===== src/rtl/mac_array_sequencer_if.sv =====
// Memory read bus between the MAC-array sequencer (master) and a word-wide
// memory with waitrequest and a separate readdatavalid (slave).
interface mac_array_sequencer_if #(
  parameter int unsigned ADDR_WIDTH = 32,
  parameter int unsigned WORD_WIDTH = 64
);
  logic                  mem_read;
  logic [ADDR_WIDTH-1:0] mem_addr;
  logic                  mem_waitrequest;
  logic [WORD_WIDTH-1:0] mem_readdata;
  logic                  mem_readdatavalid;

  modport master (
    output mem_read,
    output mem_addr,
    input  mem_waitrequest,
    input  mem_readdata,
    input  mem_readdatavalid
  );

  modport slave (
    input  mem_read,
    input  mem_addr,
    output mem_waitrequest,
    output mem_readdata,
    output mem_readdatavalid
  );
endinterface


===== src/rtl/mac_array_sequencer.sv =====
// Loads ROWS matrix rows plus one vector row from memory into per-row FIFOs,
// then drains them into the MAC array in a staggered systolic schedule.
module mac_array_sequencer #(
  parameter int unsigned ROWS        = 8,
  parameter int unsigned DEPTH       = 8,
  parameter int unsigned DATA_WIDTH  = 8,
  parameter int unsigned ADDR_WIDTH  = 32,
  parameter int unsigned MAC_LATENCY = 1
) (
  input  logic                     clk,
  input  logic                     rst_n,
  input  logic                     start,
  input  logic [ADDR_WIDTH-1:0]    base_addr,
  mac_array_sequencer_if.master    mem,
  output logic [DATA_WIDTH-1:0]    fifo_wdata,
  output logic [ROWS:0]            wren,
  output logic [ROWS:0]            rden,
  input  logic [ROWS:0]            full,
  input  logic [ROWS:0]            empty,
  output logic                     mac_clr,
  output logic [ROWS-1:0]          mac_en,
  output logic                     busy,
  output logic                     done
);

  localparam int unsigned RowW   = $clog2(ROWS + 1);
  localparam int unsigned ElemW  = (DEPTH > 1) ? $clog2(DEPTH) : 1;
  localparam int unsigned KW     = $clog2(DEPTH + ROWS);
  localparam int unsigned LastK  = DEPTH + ROWS - 2;
  localparam int unsigned DrainW = $clog2(MAC_LATENCY + 2);
  localparam int          DepthI = int'(DEPTH);

  typedef enum logic [2:0] {
    StIdle,
    StReq,
    StWait,
    StFill,
    StCompute,
    StDrain,
    StDone
  } state_e;

  state_e                               state_q, state_d;
  logic [RowW-1:0]                      row_q, row_d;
  logic [ElemW-1:0]                     elem_q, elem_d;
  logic [KW-1:0]                        k_q, k_d;
  logic [DrainW-1:0]                    drain_q, drain_d;
  logic [ADDR_WIDTH-1:0]                base_q, base_d;
  logic [DEPTH-1:0][DATA_WIDTH-1:0]     data_q, data_d;
  logic                                 mac_clr_q, mac_clr_d;
  logic [ROWS-1:0]                      mac_en_q, mac_en_d;
  logic [ROWS:0]                        sched;

  // A row r enters the array r cycles after row 0; B streams from k=0.
  always_comb begin
    sched = '0;
    for (int r = 0; r < int'(ROWS); r++) begin
      sched[r] = (int'(k_q) >= r) && (int'(k_q) < r + DepthI);
    end
    sched[ROWS] = int'(k_q) < DepthI;
  end

  always_comb begin
    state_d      = state_q;
    row_d        = row_q;
    elem_d       = elem_q;
    k_d          = k_q;
    drain_d      = drain_q;
    base_d       = base_q;
    data_d       = data_q;
    mac_clr_d    = 1'b0;
    mem.mem_read = 1'b0;
    mem.mem_addr = '0;
    fifo_wdata   = '0;
    wren         = '0;
    rden         = '0;
    busy         = (state_q != StIdle);
    done         = 1'b0;

    unique case (state_q)
      StIdle: begin
        if (start) begin
          mac_clr_d = 1'b1;
          row_d     = '0;
          base_d    = base_addr;
          state_d   = StReq;
        end
      end
      StReq: begin
        mem.mem_read = 1'b1;
        mem.mem_addr = base_q + ADDR_WIDTH'(row_q);
        if (!mem.mem_waitrequest) begin
          state_d = StWait;
        end
      end
      StWait: begin
        if (mem.mem_readdatavalid) begin
          data_d  = mem.mem_readdata;
          elem_d  = '0;
          state_d = StFill;
        end
      end
      StFill: begin
        fifo_wdata = data_q[elem_q];
        if (!full[row_q]) begin
          wren[row_q] = 1'b1;
          elem_d      = elem_q + 1'b1;
          if (elem_q == ElemW'(DEPTH - 1)) begin
            if (row_q == RowW'(ROWS)) begin
              k_d     = '0;
              state_d = StCompute;
            end else begin
              row_d   = row_q + 1'b1;
              state_d = StReq;
            end
          end
        end
      end
      StCompute: begin
        // Advance only when every FIFO due this step can supply a word.
        if ((sched & empty) == '0) begin
          rden = sched;
          if (k_q == KW'(LastK)) begin
            drain_d = '0;
            state_d = StDrain;
          end else begin
            k_d = k_q + 1'b1;
          end
        end
      end
      StDrain: begin
        if (drain_q == DrainW'(MAC_LATENCY)) begin
          state_d = StDone;
        end else begin
          drain_d = drain_q + 1'b1;
        end
      end
      StDone: begin
        done    = 1'b1;
        state_d = StIdle;
      end
      default: state_d = StIdle;
    endcase

    // FIFO data appears one cycle after rden, so the MAC fires then.
    mac_en_d = rden[ROWS-1:0];
  end

  always_ff @(posedge clk or negedge rst_n) begin
    if (!rst_n) begin
      state_q   <= StIdle;
      row_q     <= '0;
      elem_q    <= '0;
      k_q       <= '0;
      drain_q   <= '0;
      base_q    <= '0;
      data_q    <= '0;
      mac_clr_q <= 1'b0;
      mac_en_q  <= '0;
    end else begin
      state_q   <= state_d;
      row_q     <= row_d;
      elem_q    <= elem_d;
      k_q       <= k_d;
      drain_q   <= drain_d;
      base_q    <= base_d;
      data_q    <= data_d;
      mac_clr_q <= mac_clr_d;
      mac_en_q  <= mac_en_d;
    end
  end

  assign mac_clr = mac_clr_q;
  assign mac_en  = mac_en_q;

  wren_onehot_a: assert property (@(posedge clk) disable iff (!rst_n) $onehot0(wren));
  wr_rd_excl_a: assert property (@(posedge clk) disable iff (!rst_n) !((|wren) && (|rden)));
  req_hold_a: assert property (@(posedge clk) disable iff (!rst_n)
    (mem.mem_read && mem.mem_waitrequest) |=> (mem.mem_read && $stable(mem.mem_addr)));
  done_idle_a: assert property (@(posedge clk) disable iff (!rst_n) done |=> !busy);

endmodule

===== src/flat_wrapper.sv =====
// flat-port wrapper written by rule: the top's interface ports become plain ports
module mac_array_sequencer_flat 
#(
  parameter int unsigned ROWS        = 8,
  parameter int unsigned DEPTH       = 8,
  parameter int unsigned DATA_WIDTH  = 8,
  parameter int unsigned ADDR_WIDTH  = 32,
  parameter int unsigned MAC_LATENCY = 1
)
  (clk, rst_n, start, base_addr, fifo_wdata, wren, rden, full, empty, mac_clr, mac_en, busy, done, mem_mem_read, mem_mem_addr, mem_mem_waitrequest, mem_mem_readdata, mem_mem_readdatavalid);
  mac_array_sequencer_if #(.ADDR_WIDTH(ADDR_WIDTH)) mem_i ();
  input  logic clk;
  input  logic rst_n;
  input  logic start;
  input  logic [ADDR_WIDTH-1:0] base_addr;
  output logic [DATA_WIDTH-1:0] fifo_wdata;
  output logic [ROWS:0] wren;
  output logic [ROWS:0] rden;
  input  logic [ROWS:0] full;
  input  logic [ROWS:0] empty;
  output logic mac_clr;
  output logic [ROWS-1:0] mac_en;
  output logic busy;
  output logic done;
  output wire logic [$bits(mem_i.mem_read)-1:0] mem_mem_read;
  output wire logic [$bits(mem_i.mem_addr)-1:0] mem_mem_addr;
  input wire logic [$bits(mem_i.mem_waitrequest)-1:0] mem_mem_waitrequest;
  input wire logic [$bits(mem_i.mem_readdata)-1:0] mem_mem_readdata;
  input wire logic [$bits(mem_i.mem_readdatavalid)-1:0] mem_mem_readdatavalid;
  assign mem_mem_read = mem_i.mem_read;
  assign mem_mem_addr = mem_i.mem_addr;
  assign mem_i.mem_waitrequest = mem_mem_waitrequest;
  assign mem_i.mem_readdata = mem_mem_readdata;
  assign mem_i.mem_readdatavalid = mem_mem_readdatavalid;
  mac_array_sequencer #(.ROWS(ROWS), .DEPTH(DEPTH), .DATA_WIDTH(DATA_WIDTH), .ADDR_WIDTH(ADDR_WIDTH), .MAC_LATENCY(MAC_LATENCY)) u_core (.clk(clk), .rst_n(rst_n), .start(start), .base_addr(base_addr), .mem(mem_i), .fifo_wdata(fifo_wdata), .wren(wren), .rden(rden), .full(full), .empty(empty), .mac_clr(mac_clr), .mac_en(mac_en), .busy(busy), .done(done));
endmodule

===== config.mk =====
export PLATFORM = sky130hd
export DESIGN_NAME = mac_array_sequencer_flat
export DESIGN_NICKNAME = d
export VERILOG_FILES = /design/src/rtl/mac_array_sequencer_if.sv /design/src/rtl/mac_array_sequencer.sv /design/src/flat_wrapper.sv
export SDC_FILE = /design/constraint.sdc
export NUM_CORES = 1
export LEC_CHECK = 0
export CAP_MARGIN = 20
export CORE_MARGIN = 10
export CORE_UTILIZATION = 44
export DETAILED_ROUTE_END_ITERATION = 7
export PLACE_DENSITY_LB_ADDON = 0.1
export SLEW_MARGIN = 20
export SYNTH_ARGS = -nofsm -noshare
export SYNTH_HDL_FRONTEND = slang
export SYNTH_SLANG_ARGS = --single-unit

===== constraint.sdc =====
create_clock -name clk -period 2.43 [get_ports clk]
set_input_delay 0.486 -clock clk [delete_from_list [all_inputs] [get_ports clk]]
set_output_delay 0.486 -clock clk [all_outputs]
set_load 0.03 [all_outputs]

==> impl_metrics.toml <==
[status]
status = "complete, but fails checks"
violations = "negative setup slack"

[detailed_routing]
drtAntennaViolNets = 0
drtIter0Drc = 210
dr.pass1.iters = 4
drt-total-wl_mm = 20.7
vias = 5727
wire_per_inst_um = 19.4
drc = 0
vias_per_cell = 5.36

[power_and_ir_drop]
powerDensity_nw_per_um2 = 1070
p_leak_nw = 4.68
vdd_drop_max_mv = 1.38
total_power_mw = 12.0

[worst_setup_path]
worstPathRequired_ns = 1.94
path_class = "register to output port"
start_kind = "register"
critPathCaptureType = "output port"
cp_num_buf_inv = 5
cp_slowest_cell = "dfrtp_2"
critPathMostFrequentCell = "buf_6"
cp_top_family = "compound AO/OA/AOI/OAI gates"
crit_chain = "buf_6, buf_12, a21oi_4, a211oi_4, a2111oi_4, nand4_2, buf_4, buf_6, a211oi_4, buf_6"
worstPathArrival_ns = 2.63
max_stage_delay_ns = 0.47
crit_fanout = 5

[sta]
min_period_ns = 3.11
clock_skew_ns = 0.00882
max-slew-margin-rel_pct = 63.5
finalHoldViolCount = 0
rsz0062_at_grt = "yes"
max_freq_ghz = 0.321
slew_viol_final = 0
fin_crit_sh_pct = 128
fin_ws_ns = -0.681
tightestPinTransition_ns = 0.548
setup_violations = 51

[placed_design]
dp_hpwl_mm = 14.7
dpl_cell_area_um2 = 9710
port_buffers = 188
place_congestion = 0.906

[synth]
muxShareOfSynthArea_pct = 23.0
ys_ff_latch = 121
synthAdderAreaFrac_pct = 3.67
async_flop_share_pct = 100
synth_top_flop_cell = "dfrtp_1"
syn_area_per_cell_um2 = 11.4
synth_top_family_by_area = "multiplexers"
syn_nets = 726
ys_types = 62
synth-simple-area-share_pct = 13.9
synth_edf_count = 0
syn-cell-area_um2 = 6680
ys_seq_area_share_pct = 45.3
syn_inst = 588
yosys_warnings = 0
synth_xor_area_share_pct = 2.75
synth_compound_area_share_pct = 7.92

[cts]
clk-insertion-delay-late_ns = 0.42
cts_tree = "built"
cts-buffers-inserted = 17
cts_sinks = 121
path_clk_slew_ns = 0.06
htree_levels = 4
clockBufferDepth = 2
cts_root_buf = "clkbuf_16"

[cells_and_area]
syn_to_final_growth_pct = 68.1
nets = 1010
final_cell_mix = "clkdlybuf4s50_1, dfrtp_1, buf_4, mux2_2, buf_6"
fin_area_um2 = 11200
antenna_cells = 0
drive_gt1_share_pct = 49.0
final_common_cell = "clkdlybuf4s50_1"

[global_route]
grt_usage_pct = 19.7
grt_overflow = 0
antenna_found_initial = 0
grt_max_degree = 68
grt_pass1_vias = 6057
grt_pass1_wl_mm = 31.7

[run]
max_cap_violations = 0

[die]
die_area_um2 = 20500
die_height_um = 143
ios = 189
die_w_um = 143
core_um2 = 14700
start_util_pct = 45.4
row_count = 44

[hold_path]
hold_path.class = "input port to async pin"
-- final timing paths --
kind | end | slack [ns] | from | cells after the start
max reg2reg | u_core.k_q[3] | 0.08 | u_core.k_q[3] | 9
min | u_core.base_q[23] | 0.47 | rst_n | 2
min reg2reg | u_core.data_q[3] | 0.51 | u_core.data_q[3] | 1
min in group clk | u_core.data_q[3] | 0.51 | u_core.data_q[3] | 1
max | rden[7] | -0.68 | u_core.k_q[3] | 10
max in group asynchronous | u_core.base_q[11] | 1.15 | rst_n | 3
-- where the power goes --
| group | switching [mW] | internal, mW | leakage, nW |
|---|---|---|---|
| clock network | 1.01 | 1.74 | 0.305 |
| logic | 2.69 | 3.05 | 2.89 |
| registers | 0.661 | 2.88 | 1.48 |
-- cells in the mapped netlist (3+ instances only) --
library cell | instances | area (µm²)
a21oi_1 | 19 | 95.1
o21bai_1 | 3 | 22.5
buf_2 | 11 | 55.1
ha_1 | 18 | 225
nor2_1 | 48 | 180
nor3b_1 | 4 | 30.0
mux4_2 | 16 | 360
nand2b_1 | 13 | 81.3
o21ai_0 | 22 | 110
inv_1 | 16 | 60.1
mux2i_1 | 13 | 130
buf_4 | 4 | 30.0
xnor2_1 | 13 | 114
clkbuf_1 | 16 | 60.1
nand3_1 | 14 | 70.1
or2_1 | 3 | 18.8
and2_1 | 4 | 25.0
nand4_1 | 9 | 56.3
nor4_1 | 3 | 18.8
xor2_1 | 8 | 70.1
dfrtp_1 | 121 | 3030
and4_1 | 3 | 26.3
o311ai_1 | 3 | 26.3
mux2_2 | 93 | 1050
and3_1 | 8 | 50.1
nor3_1 | 16 | 80.1
nand2_1 | 31 | 116
a21o_1 | 4 | 30.0
or3_1 | 12 | 75.1
-- per-stage QoR --
step | instances | hold slack, ns | TNS, ns | worst slack, ns | util (%)
6_report | 1069 | 0.466 | -23.79 | -0.681 | 76.4
5_1_grt | 1069 | 0.481 | -28.81 | -0.797 | 76.4
4_1_cts | 1059 | 0.460 | -22.68 | -0.643 | 73.7
3_5_place_dp | 1014 | 0.364 | -8.24 | -0.514 | 66.0
3_3_place_gp | 1014 | 0.364 | -7.47 | -0.500 | 66.0
2_1_floorplan | 588 | 0.190 | -2.96 | -0.269 | -
-- state kept, by name (all words and copies together) (netlist names), 2 cells and up --
signal	flops
u_core.data_q	64
u_core.base_q	32
u_core.mac_en	8
u_core.k_q	4
u_core.row_q	4
u_core.elem_q	3
u_core.state_q	3
u_core.drain_q	2
-- metal layers --
layer / wire length (µm) / vias up / GRT usage, % / share of wire (%)
met5: 0 / - / 0 / 0
met1: 8070 / 2819 / 22.6 / 39
met4: 278 / 0 / 5.43 / 1.3
met3: 1500 / 27 / 6.33 / 7.2
met2: 10900 / 180 / 34.5 / 53
li1: - / 2701 / - / -
-- cell type report --
cell class	count	area, µm²
clock buffers	17	425
well taps	184	230
clock inverters	15	214
fillers	942	3470
inverters	17	68.8
repair buffers	299	3000
multi-input cells	416	4260
flip-flops and latches	121	3040
-- cells by family after synthesis --
group	Yosys count
muxes	122
and+or+nand+nor	179
buffers and inverters	51
AOI/OAI and AO/OA	75
DFF	121
adders and majority gates	19
xor gates and xnor gates	21
-- timing repair --
| action | in CTS | in global routing |
|---|---|---|
| pin swaps | 37 | 39 |
| hold buffers | 1 | 0 |
| gates cloned | 1 | 0 |
| setup endpoints to repair | 58 | 61 |
| endpoints found under the hold margin | 13 | 0 |
| buffers inserted | 16 | 18 |
| gates resized for setup | 135 | 58 |
(Power assumes the default switching activity.)
